File: config.mk
export PLATFORM = sky130hd
export DESIGN_NAME = rcb_frl_event_counter_flat
export DESIGN_NICKNAME = d
export VERILOG_FILES = /design/src/rtl/rcb_frl_event_counter_if.sv /design/src/rtl/rcb_frl_event_counter.sv /design/src/flat_wrapper.sv
export SDC_FILE = /design/constraint.sdc
export NUM_CORES = 1
export LEC_CHECK = 0
export CORE_MARGIN = 3
export CORE_UTILIZATION = 41
export DETAILED_ROUTE_END_ITERATION = 10
export MAX_ROUTING_LAYER = met4
export PLACE_DENSITY = 0.86
export RECOVER_POWER = 25
export SYNTH_ARGS = -nofsm -noshare
export SYNTH_HDL_FRONTEND = slang
export SYNTH_SLANG_ARGS = --single-unit
File: constraint.sdc
create_clock -name clk -period 1.65 [get_ports clk]
set_input_delay 0.2475 -clock clk [delete_from_list [all_inputs] [get_ports clk]]
set_output_delay 0.2475 -clock clk [all_outputs]
set_load 0.05 [all_outputs]
File: src/rtl/rcb_frl_event_counter_if.sv
// Control, status and snapshot signals of the FRL event counter, grouped for port hookup.
// The master side drives commands and consumes the count and snapshot.
interface rcb_frl_event_counter_if #(
    parameter int unsigned WIDTH = 4
);
    logic             clr;
    logic             load;
    logic [WIDTH-1:0] load_value;
    logic             count;
    logic             dir;
    logic [WIDTH-1:0] counter_value;
    logic             at_terminal;
    logic             wrap_pulse;
    logic             overflow_sticky;
    logic             snap_req;
    logic             snap_ack;
    logic [WIDTH-1:0] snap_value;
    logic             snap_valid;
    logic             snap_miss;

    modport master (
        output clr, load, load_value, count, dir, snap_req, snap_ack,
        input  counter_value, at_terminal, wrap_pulse, overflow_sticky,
        input  snap_value, snap_valid, snap_miss
    );

    modport slave (
        input  clr, load, load_value, count, dir, snap_req, snap_ack,
        output counter_value, at_terminal, wrap_pulse, overflow_sticky,
        output snap_value, snap_valid, snap_miss
    );
endinterface

File: src/rtl/rcb_frl_event_counter.sv
// Parametrised up/down event counter with wrap/saturate, sticky overflow and a
// valid/ack snapshot port so a slow control path can sample the live count.
module rcb_frl_event_counter #(
    parameter int unsigned WIDTH     = 4,
    parameter int unsigned MAX_VALUE = 15,
    parameter bit          SATURATE  = 1'b0
) (
    input  logic                       clk,
    input  logic                       rst,
    rcb_frl_event_counter_if.slave     bus
);

    if (WIDTH < 1 || WIDTH > 32 || MAX_VALUE == 0 ||
        64'(MAX_VALUE) > ((64'd1 << WIDTH) - 64'd1)) begin : gen_bad_params
        $error("rcb_frl_event_counter: MAX_VALUE must be in 1..2^WIDTH-1");
    end

    localparam logic [WIDTH-1:0] MaxV = WIDTH'(MAX_VALUE);

    typedef enum logic [0:0] {StIdle, StHold} snap_state_e;

    logic [WIDTH-1:0] cnt_q, cnt_d;
    logic             wrap_q, wrap_d;
    logic             ovf_q, ovf_d;
    snap_state_e      state_q, state_d;
    logic [WIDTH-1:0] snap_q, snap_d;
    logic             miss_q, miss_d;

    always_comb begin
        cnt_d  = cnt_q;
        wrap_d = 1'b0;
        ovf_d  = ovf_q;
        if (bus.clr) begin
            cnt_d = '0;
            ovf_d = 1'b0;
        end else if (bus.load) begin
            cnt_d = (bus.load_value > MaxV) ? MaxV : bus.load_value;
        end else if (bus.count) begin
            if (!bus.dir) begin
                if (cnt_q < MaxV) begin
                    cnt_d = cnt_q + WIDTH'(1);
                end else begin
                    wrap_d = 1'b1;
                    ovf_d  = 1'b1;
                    cnt_d  = SATURATE ? MaxV : '0;
                end
            end else begin
                if (cnt_q != '0) begin
                    cnt_d = cnt_q - WIDTH'(1);
                end else begin
                    wrap_d = 1'b1;
                    ovf_d  = 1'b1;
                    cnt_d  = SATURATE ? '0 : MaxV;
                end
            end
        end
    end

    // Snapshot captures the pre-update count; clr deliberately has no effect here.
    always_comb begin
        state_d = state_q;
        snap_d  = snap_q;
        miss_d  = 1'b0;
        case (state_q)
            StIdle: begin
                if (bus.snap_req) begin
                    snap_d  = cnt_q;
                    state_d = StHold;
                end
            end
            StHold: begin
                if (bus.snap_ack) begin
                    if (bus.snap_req) begin
                        snap_d = cnt_q;
                    end else begin
                        state_d = StIdle;
                    end
                end else if (bus.snap_req) begin
                    miss_d = 1'b1;
                end
            end
            default: state_d = StIdle;
        endcase
    end

    always_ff @(posedge clk) begin
        if (rst) begin
            cnt_q   <= '0;
            wrap_q  <= 1'b0;
            ovf_q   <= 1'b0;
            state_q <= StIdle;
            snap_q  <= '0;
            miss_q  <= 1'b0;
        end else begin
            cnt_q   <= cnt_d;
            wrap_q  <= wrap_d;
            ovf_q   <= ovf_d;
            state_q <= state_d;
            snap_q  <= snap_d;
            miss_q  <= miss_d;
        end
    end

    assign bus.counter_value   = cnt_q;
    assign bus.at_terminal     = bus.dir ? (cnt_q == '0) : (cnt_q == MaxV);
    assign bus.wrap_pulse      = wrap_q;
    assign bus.overflow_sticky = ovf_q;
    assign bus.snap_value      = snap_q;
    assign bus.snap_valid      = (state_q == StHold);
    assign bus.snap_miss       = miss_q;

endmodule

File: src/flat_wrapper.sv
// flat-port wrapper written by rule: the top's interface ports become plain ports
module rcb_frl_event_counter_flat 
#(
    parameter int unsigned WIDTH     = 4,
    parameter int unsigned MAX_VALUE = 15,
    parameter bit          SATURATE  = 1'b0
)
  (clk, rst, bus_clr, bus_load, bus_load_value, bus_count, bus_dir, bus_snap_req, bus_snap_ack, bus_counter_value, bus_at_terminal, bus_wrap_pulse, bus_overflow_sticky, bus_snap_value, bus_snap_valid, bus_snap_miss);
  rcb_frl_event_counter_if #(.WIDTH(WIDTH)) bus_i ();
  input  logic clk;
  input  logic rst;
  input wire logic [$bits(bus_i.clr)-1:0] bus_clr;
  input wire logic [$bits(bus_i.load)-1:0] bus_load;
  input wire logic [$bits(bus_i.load_value)-1:0] bus_load_value;
  input wire logic [$bits(bus_i.count)-1:0] bus_count;
  input wire logic [$bits(bus_i.dir)-1:0] bus_dir;
  input wire logic [$bits(bus_i.snap_req)-1:0] bus_snap_req;
  input wire logic [$bits(bus_i.snap_ack)-1:0] bus_snap_ack;
  output wire logic [$bits(bus_i.counter_value)-1:0] bus_counter_value;
  output wire logic [$bits(bus_i.at_terminal)-1:0] bus_at_terminal;
  output wire logic [$bits(bus_i.wrap_pulse)-1:0] bus_wrap_pulse;
  output wire logic [$bits(bus_i.overflow_sticky)-1:0] bus_overflow_sticky;
  output wire logic [$bits(bus_i.snap_value)-1:0] bus_snap_value;
  output wire logic [$bits(bus_i.snap_valid)-1:0] bus_snap_valid;
  output wire logic [$bits(bus_i.snap_miss)-1:0] bus_snap_miss;
  assign bus_i.clr = bus_clr;
  assign bus_i.load = bus_load;
  assign bus_i.load_value = bus_load_value;
  assign bus_i.count = bus_count;
  assign bus_i.dir = bus_dir;
  assign bus_i.snap_req = bus_snap_req;
  assign bus_i.snap_ack = bus_snap_ack;
  assign bus_counter_value = bus_i.counter_value;
  assign bus_at_terminal = bus_i.at_terminal;
  assign bus_wrap_pulse = bus_i.wrap_pulse;
  assign bus_overflow_sticky = bus_i.overflow_sticky;
  assign bus_snap_value = bus_i.snap_value;
  assign bus_snap_valid = bus_i.snap_valid;
  assign bus_snap_miss = bus_i.snap_miss;
  rcb_frl_event_counter #(.WIDTH(WIDTH), .MAX_VALUE(MAX_VALUE), .SATURATE(SATURATE)) u_core (.clk(clk), .rst(rst), .bus(bus_i));
endmodule
---- Word level (Yosys, flattened, before mapping) ----
Cells that the tools add are included.
word-level totals
  bits of input ports ..................... 12
  bits in registers ....................... 12
  logic and storage cells ................. 43
  output and inout port bits .............. 13
cells by class
  bitwise logic cells ..................... 3
  $lt $le $gt $ge ......................... 2
  add/subtract/negate cells ............... 2
  eq/ne operators ......................... 4
  multiplexer cells ....................... 19
  reductions and logical operators ........ 7
operators by type and width
  cell                                              number
  2-to-1 mux 4 bit                                  8
  2-to-1 mux 1 bit                                  9
  case mux 4 bit (2 select lines)                   1
  != test 2 bit, second input constant              3
  adder 4 x 1 -> 4 bit, second input constant       1
  == test 4 bit, second input constant              1
  > comparator 4 bit, second input constant         1
  zero test 4 bit                                   1
  < comparator 4 bit, second input constant         1
  AND reduction 4 bit                               1
  nonzero test 4 bit                                1
  OR reduction 4 bit                                1
  subtractor 4 x 1 -> 4 bit, second input constant  1
  NOT 1 bit                                         3
  OR reduction 3 bit                                1
  case mux 1 bit (2 select lines)                   1
  nonzero test 2 bit                                1
  OR reduction 2 bit                                1

---- Logic depth before layout (Yosys ltp) ----
  word-level depth ........................ 5
  gate-level depth with buffers ........... 6
  mapped depth without buffers ............ 6

---- Worst setup path after synthesis ----
Ideal clock, no wire load.
  path type ............................... reg2reg
  from .................................... register u_core.cnt_q[0] (netlist: u_core.bus.counter_value[0])
  to ...................................... register u_core.ovf_q (netlist: u_core.bus.overflow_sticky)
  cell stages (with the launch flop) ...... 7
  path slack .............................. -0.927 ns
  path buffers ............................ 0
  required time ........................... 1.569 ns
  arrival ................................. 2.496 ns
  cells stage by stage .................... dfxtp_1 > inv_1 > ha_1 > nand2_2 > o31ai_1 > a21oi_1 > nor3_1
on the way
  longest elaborated chain between the ends .. 3
ends and longest elaborated chain
  item                                                             RTL line                                                  RTL
  from (decl)                                                      rcb_frl_event_counter.sv:22                               logic [WIDTH-1:0] cnt_q, cnt_d;
  from (signal assigned)                                           rcb_frl_event_counter.sv:95                               cnt_q <= cnt_d;
  < comparator 4 bit / nonzero test 4 bit (equally long branches)  rcb_frl_event_counter.sv:40, rcb_frl_event_counter.sv:48
  != test 2 bit (no line)                                          -
  AND reduction 4 bit (no line) (*)                                -
  to (signal assigned)                                             rcb_frl_event_counter.sv:97                               ovf_q <= ovf_d;
  to (decl)                                                        rcb_frl_event_counter.sv:24                               logic ovf_q, ovf_d;
Every way passes the cells marked *; elsewhere a longest branch is shown, timed or not.
A chain may end at the register's enable or synchronous reset.

---- Final worst setup path ----
  from .................................... register u_core.cnt_q[0] (netlist: u_core.bus.counter_value[0])
  to ...................................... output bus_at_terminal
on the way
  longest elaborated chain between the ends .. 2
ends and longest elaborated chain
  item                                                     RTL line                      RTL
  == test 4 bit / zero test 4 bit (equally long branches)  rcb_frl_event_counter.sv:105  assign bus.at_terminal = bus.dir ? (cnt_q == '0) : (cnt_q == MaxV);
  2-to-1 mux 1 bit (*)                                     rcb_frl_event_counter.sv:105
  to (decl)                                                flat_wrapper.sv:20            output wire logic [$bits(bus_i.at_terminal)-1:0] bus_at_terminal;
Marked as above.

==> impl_metrics.csv <==
group,metric,value,unit
route,routed-wl-met2,859,um
route,wl_met3,126,um
pwr,pwr-share-comb,29.8,%
sta,hold_viol_final,0,
critical_path,startpoint_type,"register",
pwr,ir_worst_vdd,0.486,mV
synthesis,synth_cell_type_count,31,
clocking,clk_pin_slew_worst_paths,70,ps
pwr,swShare,30.4,%
global_route,gr-total-overflow,0,
synthesis,yosys.area.top_type,"dfxtp_1",
critical_path,cp.arrival,1350,ps
layout,final_layout_size_suffix_gt1_share,32.4,%
pwr,p_sw,211,uW
placement,dp_cells,111,
synthesis,ys_seq_area_share,38.9,%
clocking,htreeDepth,1,
sta,whs,476,ps
status,status,"complete, no violations",
die,die_area,2010,um2
critical_path,end_kind,"output port",
sta,rsz0062_at_grt,"yes",
route,routed_wl,1660,um
route,drtPass1Iterations,4,
synthesis,avgSynthCellArea,8.71,um2
layout,final_cells,120,
route,viasPerCell,5.35,
route,ant_nets,0,
synthesis,yosys_most_used_dff,"dfxtp_1",
sta,max_freq,627,MHz
sta,worst_slack,54.4,ps
clocking,cts_root_buffer,"clkbuf_4",
route,vias,642,
sta,worst_slew_pin_slew,606,ps
layout,fillers,101,
synthesis,syn_inst,71,
clocking,cts_buffer_depth,2,
sta,skew,5.61,ps
layout,final_util,73.6,%
route,top_layer,"met3",
synthesis,synth.top_cells.by_area,"dfxtp_1 39%, mux2i_1 6.5%, nor2_1 6.1%",
synthesis,synth_most_common_cell,"dfxtp_1",
synthesis,synth_common_cells,"12 x dfxtp_1, 10 x nor2_1, 6 x a21oi_1",
route,drt-wirelength-per-cell,13.8,um
critical_path,crit_fanout,5,
pwr,power_frac_clock,24.6,%
clocking,hold_buffers,0,
sta,min_period,1600,ps
die,ios,25,
global_route,grt_pass1_vias,603,
worst_hold_path,hold_depth,2,
synthesis,ys_ff_latch,12,
pwr,p_per_area,697,nW/um2
layout,syn_to_final_growth,60.7,%
pwr,leakagePower,0.000432,uW
synthesis,syn_area,618,um2
synthesis,syn_nets,85,
sta,slew_viol_final,0,
placement,numPortBuffers,24,
clocking,cts_tree,"built",
clocking,cts_buffers,3,
synthesis,synth_async_sr_flop_share,0,%
job,drv_cap,0,
worst_hold_path,hold_path.class,"register to register",
sta,setup_tns,0,ps
pwr,p_int,482,uW
placement,finalWeightedCongestion,0.770,
sta,setup_viol,0,
synthesis,synth_edf_count,0,
critical_path,critPathRequiredTime,1400,ps
global_route,grt_max_degree,12,
sta,period_share,96.7,%
clocking,clock_latency,260,ps
critical_path,path_class,"register to output port",
route,route.detailed.drc,0,
clocking,cts.sinks,12,
global_route,antenna_found_initial,0,
sta,relSlewSlack,59.8,%
synthesis,yosysWarnings,0,
die,fp.dieW,44.8,um
placement,place_hpwl,1180,um
die,rows,13,
global_route,track_usage,17.9,%
die,initial_core_util,45.8,%
layout,nets,121,
route,drt-initial-drc-count,17,
layout,diodes,0,
die,die_height,44.8,um
placement,dp_slack,-7.83,ps
die,core_area,1350,um2
global_route,grt_pass1_wl,2580,um
synthesis,post-synth-top-area-fraction,38.9,%
route,detail_route.wirelength.met1,674,um
critical_path,rr_worst_depth,7,
pwr,pwr-share-seq,45.6,%
[sequential cells by signal, summed over array words and instances (netlist names)]
signal / cells
u_core.bus.overflow_sticky: 1
u_core.bus.counter_value: 4
u_core.bus.snap_value: 4
u_core.bus.snap_miss: 1
u_core.bus.wrap_pulse: 1
u_core.bus.snap_valid: 1
[routing by layer]
layer  global-route usage, %  vias up
met3                    5.18        0
met4                    3.51        0
met1                    19.9      290
li1                        -      323
met5                       -        -
met2                    31.8       29
[through the flow]
stage          power, uW  area [um2]
6_report             693         993
3_5_place_dp         511         913
5_1_grt              724         993
4_1_cts              694        1000
2_1_floorplan        424         634
3_3_place_gp         508         913
[what timing repair did]
| item | in CTS | in global routing |
|---|---|---|
| pin swaps | 2 | 2 |
| gates resized for setup | 11 | 2 |
| buffers inserted | 5 | 1 |
| endpoints found under the setup margin | 1 | 1 |
[layout by cell type, fill, tap and decap left out, types with 2 or more instances in the layout]
cell type        Yosys  routed
o21ai_0              3       3
xnor2_1              2       2
clkdlybuf4s50_1      0       9
a21oi_1              6       6
mux2i_1              4       4
nor2_1              10      10
dfxtp_1             12       8
clkbuf_1             2       5
inv_1                5       3
buf_12               0       3
nor3_1               3       3
buf_4                1      15
clkbuf_4             0       3
inv_4                0       2
dfxtp_2              0       2
dfxtp_4              0       2
[area by class of cell]
type | count | area (um2) | area share (%)
multi-input combinational | 51 | 378 | 38.0
timing repair buffer | 34 | 300 | 30.2
sequential | 12 | 250 | 25.2
inverter | 5 | 23.8 | 2.39
clock buffer | 3 | 22.5 | 2.27
tap | 15 | 18.8 | 1.89
[cells by family after synthesis]
kind of cell,synth area share [%]
flip-flops,38.9
buffers and inverters,5.47
multiplexers,6.48
AO/OA/AOI/OAI,22.7
XOR/XNOR,2.83
adder cells (fa/ha/maj),4.05
AND/OR/NAND/NOR,19.6
[final timing paths]
kind,startpoint,end,slack (ps)
max,u_core.bus.counter_value[0],bus_at_terminal,50
min,u_core.bus.snap_valid,u_core.bus.snap_miss,480
max reg2reg,u_core.bus.counter_value[0],u_core.bus.counter_value[2],190
min reg2reg,u_core.bus.snap_valid,u_core.bus.snap_miss,480
[worst max-delay path: stages (launching register included)]
cell	delay, ps
dfxtp_4	370
inv_4	60
ha_4	150
nand2_4	60
o31ai_4	260
buf_12	180
[power groups by stage]
stage,Clock [uW],Combinational (uW),Sequential (uW)
3_3_place_gp,0,184,324
4_1_cts,173,205,316
2_1_floorplan,0,73.1,351
6_report,170,207,316
5_1_grt,188,218,318
3_5_place_dp,0,186,325
Note: power is estimated with default switching activity, not from simulation.
